File: config.mk
export PLATFORM = sky130hd
export DESIGN_NAME = immediate_packer
export DESIGN_NICKNAME = d
export VERILOG_FILES = /design/src/rtl/immediate_packer.sv
export SDC_FILE = /design/constraint.sdc
export NUM_CORES = 1
export LEC_CHECK = 0
export ABC_AREA = 1
export CORE_UTILIZATION = 49
export DETAILED_ROUTE_END_ITERATION = 8
export PLACE_DENSITY = 0.82
export REMOVE_ABC_BUFFERS = 1
export SLEW_MARGIN = 20
export SYNTH_ARGS = -nofsm -noshare
export SYNTH_HDL_FRONTEND = slang
export SYNTH_SLANG_ARGS = --single-unit
File: constraint.sdc
create_clock -name clk -period 1.91 [get_ports clk]
set_input_delay 0.573 -clock clk [delete_from_list [all_inputs] [get_ports clk]]
set_output_delay 0.573 -clock clk [all_outputs]
set_load 0.02 [all_outputs]
File: src/rtl/immediate_packer.sv
// immediate_packer: packs a 32-bit immediate plus a format code into the 20-bit
// compact immediate field read by immediate_extender. Two-stage valid/ready pipeline
// (S1 input register, S2 output register) with beat and error counters.
// Optional build macro: IMM_RANGE_CHECK_EN enables the range/alignment checks that
// drive err_out and err_count; without it both are tied to zero and packing is unchanged.
module immediate_packer #(
   parameter int CNT_W = 16,
   parameter int ERR_W = 8
) (
   input  logic             clk,
   input  logic             rst,
   input  logic             in_valid,
   output logic             in_ready,
   input  logic [31:0]      value_in,
   input  logic [1:0]       ctl_in,
   output logic             out_valid,
   input  logic             out_ready,
   output logic [19:0]      imm_out,
   output logic [1:0]       ctl_out,
   output logic             err_out,
   output logic [CNT_W-1:0] out_count,
   output logic [ERR_W-1:0] err_count
);

   typedef enum logic [1:0] {
      FMT_I = 2'd0,
      FMT_B = 2'd1,
      FMT_U = 2'd2,
      FMT_J = 2'd3
   } fmt_t;

   logic        s1_full;
   logic [31:0] s1_value;
   logic [1:0]  s1_ctl;
   logic        s2_full;
   logic [19:0] pack_imm;
   logic        out_fire;
   logic        s2_load;
   logic        s1_move;
   logic        in_accept;

   // S2 can take a new beat when it is empty or its current beat leaves this cycle;
   // S1 can then always accept, which gives full throughput without a bubble.
   assign out_valid = s2_full;
   assign out_fire  = s2_full && out_ready;
   assign s2_load   = !s2_full || out_ready;
   assign s1_move   = s1_full && s2_load;
   assign in_ready  = rst && (!s1_full || s2_load);
   assign in_accept = in_valid && in_ready;

   // Compact field extraction from the S1 value; upper unused bits are zero-filled
   always_comb begin
      pack_imm = '0;
      case (fmt_t'(s1_ctl))
         FMT_I:   pack_imm = {8'b0, s1_value[11:0]};
         FMT_B:   pack_imm = {8'b0, s1_value[12:1]};
         FMT_U:   pack_imm = s1_value[19:0];
         FMT_J:   pack_imm = s1_value[20:1];
         default: pack_imm = '0;
      endcase
   end

   // S1: capture the incoming beat, or empty out when the beat moves on to S2
   always_ff @(posedge clk) begin
      if (!rst) begin
         s1_full  <= 1'b0;
         s1_value <= '0;
         s1_ctl   <= '0;
      end else if (in_accept) begin
         s1_full  <= 1'b1;
         s1_value <= value_in;
         s1_ctl   <= ctl_in;
      end else if (s1_move) begin
         s1_full  <= 1'b0;
      end
   end

   // S2: output register, held stable until the downstream transfer
   always_ff @(posedge clk) begin
      if (!rst) begin
         s2_full <= 1'b0;
         imm_out <= '0;
         ctl_out <= '0;
      end else if (s2_load) begin
         s2_full <= s1_full;
         if (s1_full) begin
            imm_out <= pack_imm;
            ctl_out <= s1_ctl;
         end
      end
   end

   // Beat counter, wraps naturally at CNT_W bits
   always_ff @(posedge clk) begin
      if (!rst) begin
         out_count <= '0;
      end else if (out_fire) begin
         out_count <= out_count + 1'b1;
      end
   end

`ifdef IMM_RANGE_CHECK_EN
   logic pack_ok;

   // Representable when all bits above the field's sign bit match it, and
   // the dropped bit 0 is zero for the halfword-aligned B and J formats
   always_comb begin
      pack_ok = 1'b1;
      case (fmt_t'(s1_ctl))
         FMT_I:   pack_ok = (&s1_value[31:11]) || !(|s1_value[31:11]);
         FMT_B:   pack_ok = ((&s1_value[31:12]) || !(|s1_value[31:12])) && !s1_value[0];
         FMT_U:   pack_ok = (&s1_value[31:19]) || !(|s1_value[31:19]);
         FMT_J:   pack_ok = ((&s1_value[31:20]) || !(|s1_value[31:20])) && !s1_value[0];
         default: pack_ok = 1'b1;
      endcase
   end

   // Error flag travels with its beat into S2
   always_ff @(posedge clk) begin
      if (!rst) begin
         err_out <= 1'b0;
      end else if (s2_load && s1_full) begin
         err_out <= !pack_ok;
      end
   end

   // Error counter, sticks at all-ones instead of wrapping
   always_ff @(posedge clk) begin
      if (!rst) begin
         err_count <= '0;
      end else if (out_fire && err_out && !(&err_count)) begin
         err_count <= err_count + 1'b1;
      end
   end
`else
   logic unused_value_bits;

   assign unused_value_bits = ^s1_value[31:21];
   assign err_out           = 1'b0;
   assign err_count         = '0;
`endif

endmodule
Word-level counts from Yosys, hierarchy flattened. Index checks and enable logic that the tools add are counted.

Register bits after elaboration: 63. Input port bits: 38.

$add $sub $neg: 1. Eq/ne operators: 3. Muxes and demuxes: 3. Reductions and logical operators: 11.

Operators by type and width (count): case mux 20 bit (4 select lines) (1); adder 16 x 1 -> 16 bit, second input constant (1); == test 2 bit, second input constant (2); logical AND 1 bit (4); == test 2 x 1 -> 1 bit, second input constant (1); zero test 1 bit (2); zero test 2 bit (1); logical OR 1 bit (2); 2-to-1 mux 1 bit (2); AND reduction 2 bit (1); nonzero test 2 bit (1).

Logic depth before layout (Yosys ltp).
Word-level depth: 6. Gate-level depth with buffers: 8. Gate-level depth less buffers: 8.

Worst setup path after synthesis. Ideal clock, no wire load.

Path kind: input to output. From: in rst. To: out in_ready. Data arrival time: 0.901 ns. Data required time: 1.337 ns. Path slack: 0.436 ns. Stages: 3. Buffers on the path: 1. Path through: buf_2 > nand2_1 > inv_2.

Word-level cells in the longest chain between the ends: 1.

Ends and longest elaborated chain: start, declared (line 11) `input logic rst,`; logical AND 1 bit (line 48) `assign in_ready = rst && (!s1_full || s2_load);`; end, declared (line 13) `output logic in_ready,`.

No other way between the ends.

Worst setup path in the final report.
From: in out_ready. To: out in_ready.

Word-level cells in the longest chain between the ends: 3.

Ends and longest elaborated chain: start, declared (line 17) `input logic out_ready,`; logical OR 1 bit (line 46) `assign s2_load = !s2_full || out_ready;`; logical OR 1 bit (line 48); logical AND 1 bit (line 48).

No other way between the ends.

==> out/qor.log <==
qor: timing.final.period_utilization 0.984
qor: clocking.clock-root-buffer clkbuf_8
qor: die.core-area 5170 um^2
qor: critical_path.worstSetupPathType input pin to output pin
qor: synth.syn_avg_cell_area 7.40 um^2
qor: critical_path.cp.arrival 1.31 ns
qor: drt.dr.first_iter.drc_count 74
qor: finish.n_antenna_cell 0
qor: timing.worst_slack 0.0304 ns
qor: clocking.clk_pin_slew 0.06 ns
qor: finish.layout_common_cells dfxtp_1, a21oi_1, nor2_1
qor: timing.worst_pin_slew 0.516 ns
qor: synth.synth-async-reset-ratio 0
qor: clocking.cts_tree built
qor: critical_path.cp.required 1.34 ns
qor: drt.ant_nets 0
qor: grt.overflow 0
qor: place.routabilityCongestion 0.785
qor: pwr.worst_ir_drop_vdd 0.000583 V
qor: synth.synth_enable_flop_cells 0
qor: drt.routed_via_density 5.02
qor: pwr.power_density 798 nW/um^2
qor: critical_path.cp_slowest_cell dlygate4sd2_1
qor: grt.antenna_found_initial 0
qor: die.starting_utilization_of_the_core_area 0.515
qor: critical_path.cell_type_group_with_the_largest_total_delay_on_the_critical_path buffers and inverters
qor: grt.grt.busiest_layer met2
qor: finish.area_growth 35.5%
qor: min_path.worst_hold_path_type register to register
qor: synth.syn_area 2660 um^2
qor: clocking.setup_repair_bufs_after_cts 0
qor: timing.fin_hold_ws 0.459 ns
qor: finish.num-nets-final 469
qor: flow_run.cap_viol_max_count 0
qor: critical_path.cp-startpoint out_ready
qor: die.die_h 75.7 um
qor: grt.globalRouteMet1Util 0.276
qor: grt.grtUsageMet2 0.386
qor: critical_path.critical_path.startpoint_type input pin
qor: drt.drc 0
qor: clocking.worstSkewPairLatency 0.33 ns
qor: finish.final_common_cell dfxtp_1
qor: outcome.result_of_the_run finished clean
qor: place.dpl_worst_slack -0.688 ns
qor: finish.num-fill-cells 463
qor: synth.synth-warning-count 0
qor: critical_path.crit_path_cell_trace dlygate4sd2_1 > inv_2 > nand3_2 > nand2_2 > inv_2 > buf_4
qor: min_path.worstHoldStart s1_value[20]$_SDFFE_PN0P_
qor: synth.post_synth_num_cell_types 27
qor: die.fp-row-count 26
qor: place.port_buffers 66
qor: drt.vias 2536
qor: grt.number_of_global_route_vias_before_repair 2263
qor: grt.met3_usage 0.0622
qor: timing.number_of_slew_limit_violations_in_the_final_report 0
qor: grt.gr-usage-all-layers 0.227
qor: timing.timing.final.crit_period 1.88 ns
qor: critical_path.worst-path-buf-inv 4
qor: critical_path.critical-path-top-cell-by-count inv_2
qor: drt.detailedRoute.firstPassIterationCount 4
qor: clocking.clkSinkCount 63
qor: synth.synth_ff_type dfxtp_1
qor: timing.finalHoldViolCount 0
qor: critical_path.r2r-start out_count[1]$_SDFFE_PN0P_
qor: finish.share_of_cells_above_drive_strength_1 0.0920
qor: clocking.deepest_level_of_the_cts_h_tree 3
qor: timing.max_clock_freq 532 MHz
qor: clocking.postCtsHoldBufs 0
qor: clocking.cts-buffers-inserted 9
qor: critical_path.critPathMaxFanout 3
qor: drt.routedWlPerCell 11.9 um
qor: pwr.static-leakage-power 1.64 nW
qor: critical_path.endpoint_kind output pin
qor: finish.layoutNonFillerInstCount 505
qor: critical_path.critPathMaxStageDelay 0.27 ns
qor: place.placed_cells_incl_taps 489
qor: drt.drt-total-wl 6010 um
qor: synth.synth_sequential_area_ratio 0.474
qor: timing.report.final.setup_viol 0
qor: timing.slew_headroom 0.656
qor: timing.finalClockSkew 0.00657 ns
qor: die.die_area 5730 um^2
qor: synth.postSynthCellCount 360
qor: clocking.clock_tree.buffer_depth 2
qor: die.design.portCount 87
qor: pwr.total_power 2.88 mW
qor: place.hpwlAfterDp 4010 um
qor: grt.grt_first_pass_wirelength 9770 um
qor: die.fp.dieW 75.7 um
qor: synth.ys_ff_latch 63
qor: grt.grt_max_degree 62
report_power, final:
group          switching, mW  internal [mW]
sequential            0.0353           1.37
clock                  0.492          0.633
combinational          0.190          0.157
total                  0.717           2.16
logic make-up (layout without fill, tap and decap cells):
| kind of cell | Yosys count | in the layout | share of synthesized area |
|---|---|---|---|
| simple gates | 106 | 106 | 0.176 |
| other cells | 1 | 9 | 0.00141 |
| compound gates | 118 | 118 | 0.227 |
| buf+inv | 71 | 138 | 0.117 |
| flops | 63 | 63 | 0.474 |
| fa+ha+maj | 1 | 1 | 0.00470 |
path summary, 6_finish.rpt:
path	depth (start not counted)	end	slack [ns]
max	6	in_ready	0.03
max reg2reg	7	out_count[14]$_SDFFE_PN0P_	0.48
min reg2reg	2	s1_value[20]$_SDFFE_PN0P_	0.46
min	2	s1_value[20]$_SDFFE_PN0P_	0.46
metrics by stage:
stage          cell area [um^2]  TNS, ns   util
6_report                   3610        0  0.698
5_1_grt                    3610  -0.0106  0.698
4_1_cts                    3580        0  0.693
3_5_place_dp               3410    -2.59  0.660
3_3_place_gp               3410    -1.73  0.660
2_1_floorplan              2540        0      -
worst reg2reg max path: cells and delay by family, from the launching register on:
| kind | cells | cell delay (ns) |
|---|---|---|
| and+or+nand+nor | 6 | 0.75 |
| DFF | 1 | 0.40 |
| adders and majority gates | 1 | 0.22 |
flip-flops by register name, indices dropped and copies added (netlist names):
name / cells
out_count: 16
out_valid: 1
s1_full: 1
imm_out: 20
s1_ctl: 2
s1_value: 21
ctl_out: 2
layout make-up:
| type | instances | area [um^2] | area share |
|---|---|---|---|
| clock buffer | 12 | 145 | 0.0402 |
| clock inverter | 4 | 45.0 | 0.0125 |
| inverter | 43 | 161 | 0.0447 |
| multi-input combinational | 234 | 1130 | 0.312 |
| sequential | 63 | 1260 | 0.350 |
| tap | 70 | 87.6 | 0.0243 |
| timing repair buffer | 79 | 782 | 0.217 |
per-layer routing:
| layer | vias up | wire, um |
|---|---|---|
| met2 | 68 | 2820 |
| met3 | 6 | 314 |
| met1 | 1161 | 2800 |
| li1 | 1301 | - |
| met5 | - | 0 |
| met4 | 0 | 79 |
cells in the mapped netlist, drive strengths merged, types with 2 or more instances:
| master | instances | area, um^2 |
|---|---|---|
| inv | 43 | 161 |
| a21oi | 59 | 295 |
| o22ai | 7 | 43.8 |
| nand4 | 2 | 12.5 |
| nor2 | 49 | 191 |
| nand2 | 36 | 145 |
| nor3 | 4 | 31.3 |
| clkbuf | 7 | 26.3 |
| o21ai | 50 | 250 |
| buf | 21 | 125 |
| nand3 | 13 | 75.1 |
| dfxtp | 63 | 1260 |
what timing repair did:
action                     CTS  global route
hold endpoints to repair     0             0
setup endpoints to repair   12             8
pin swaps                    0             1
gates resized for setup     18            10
(Power assumes the default switching activity.)
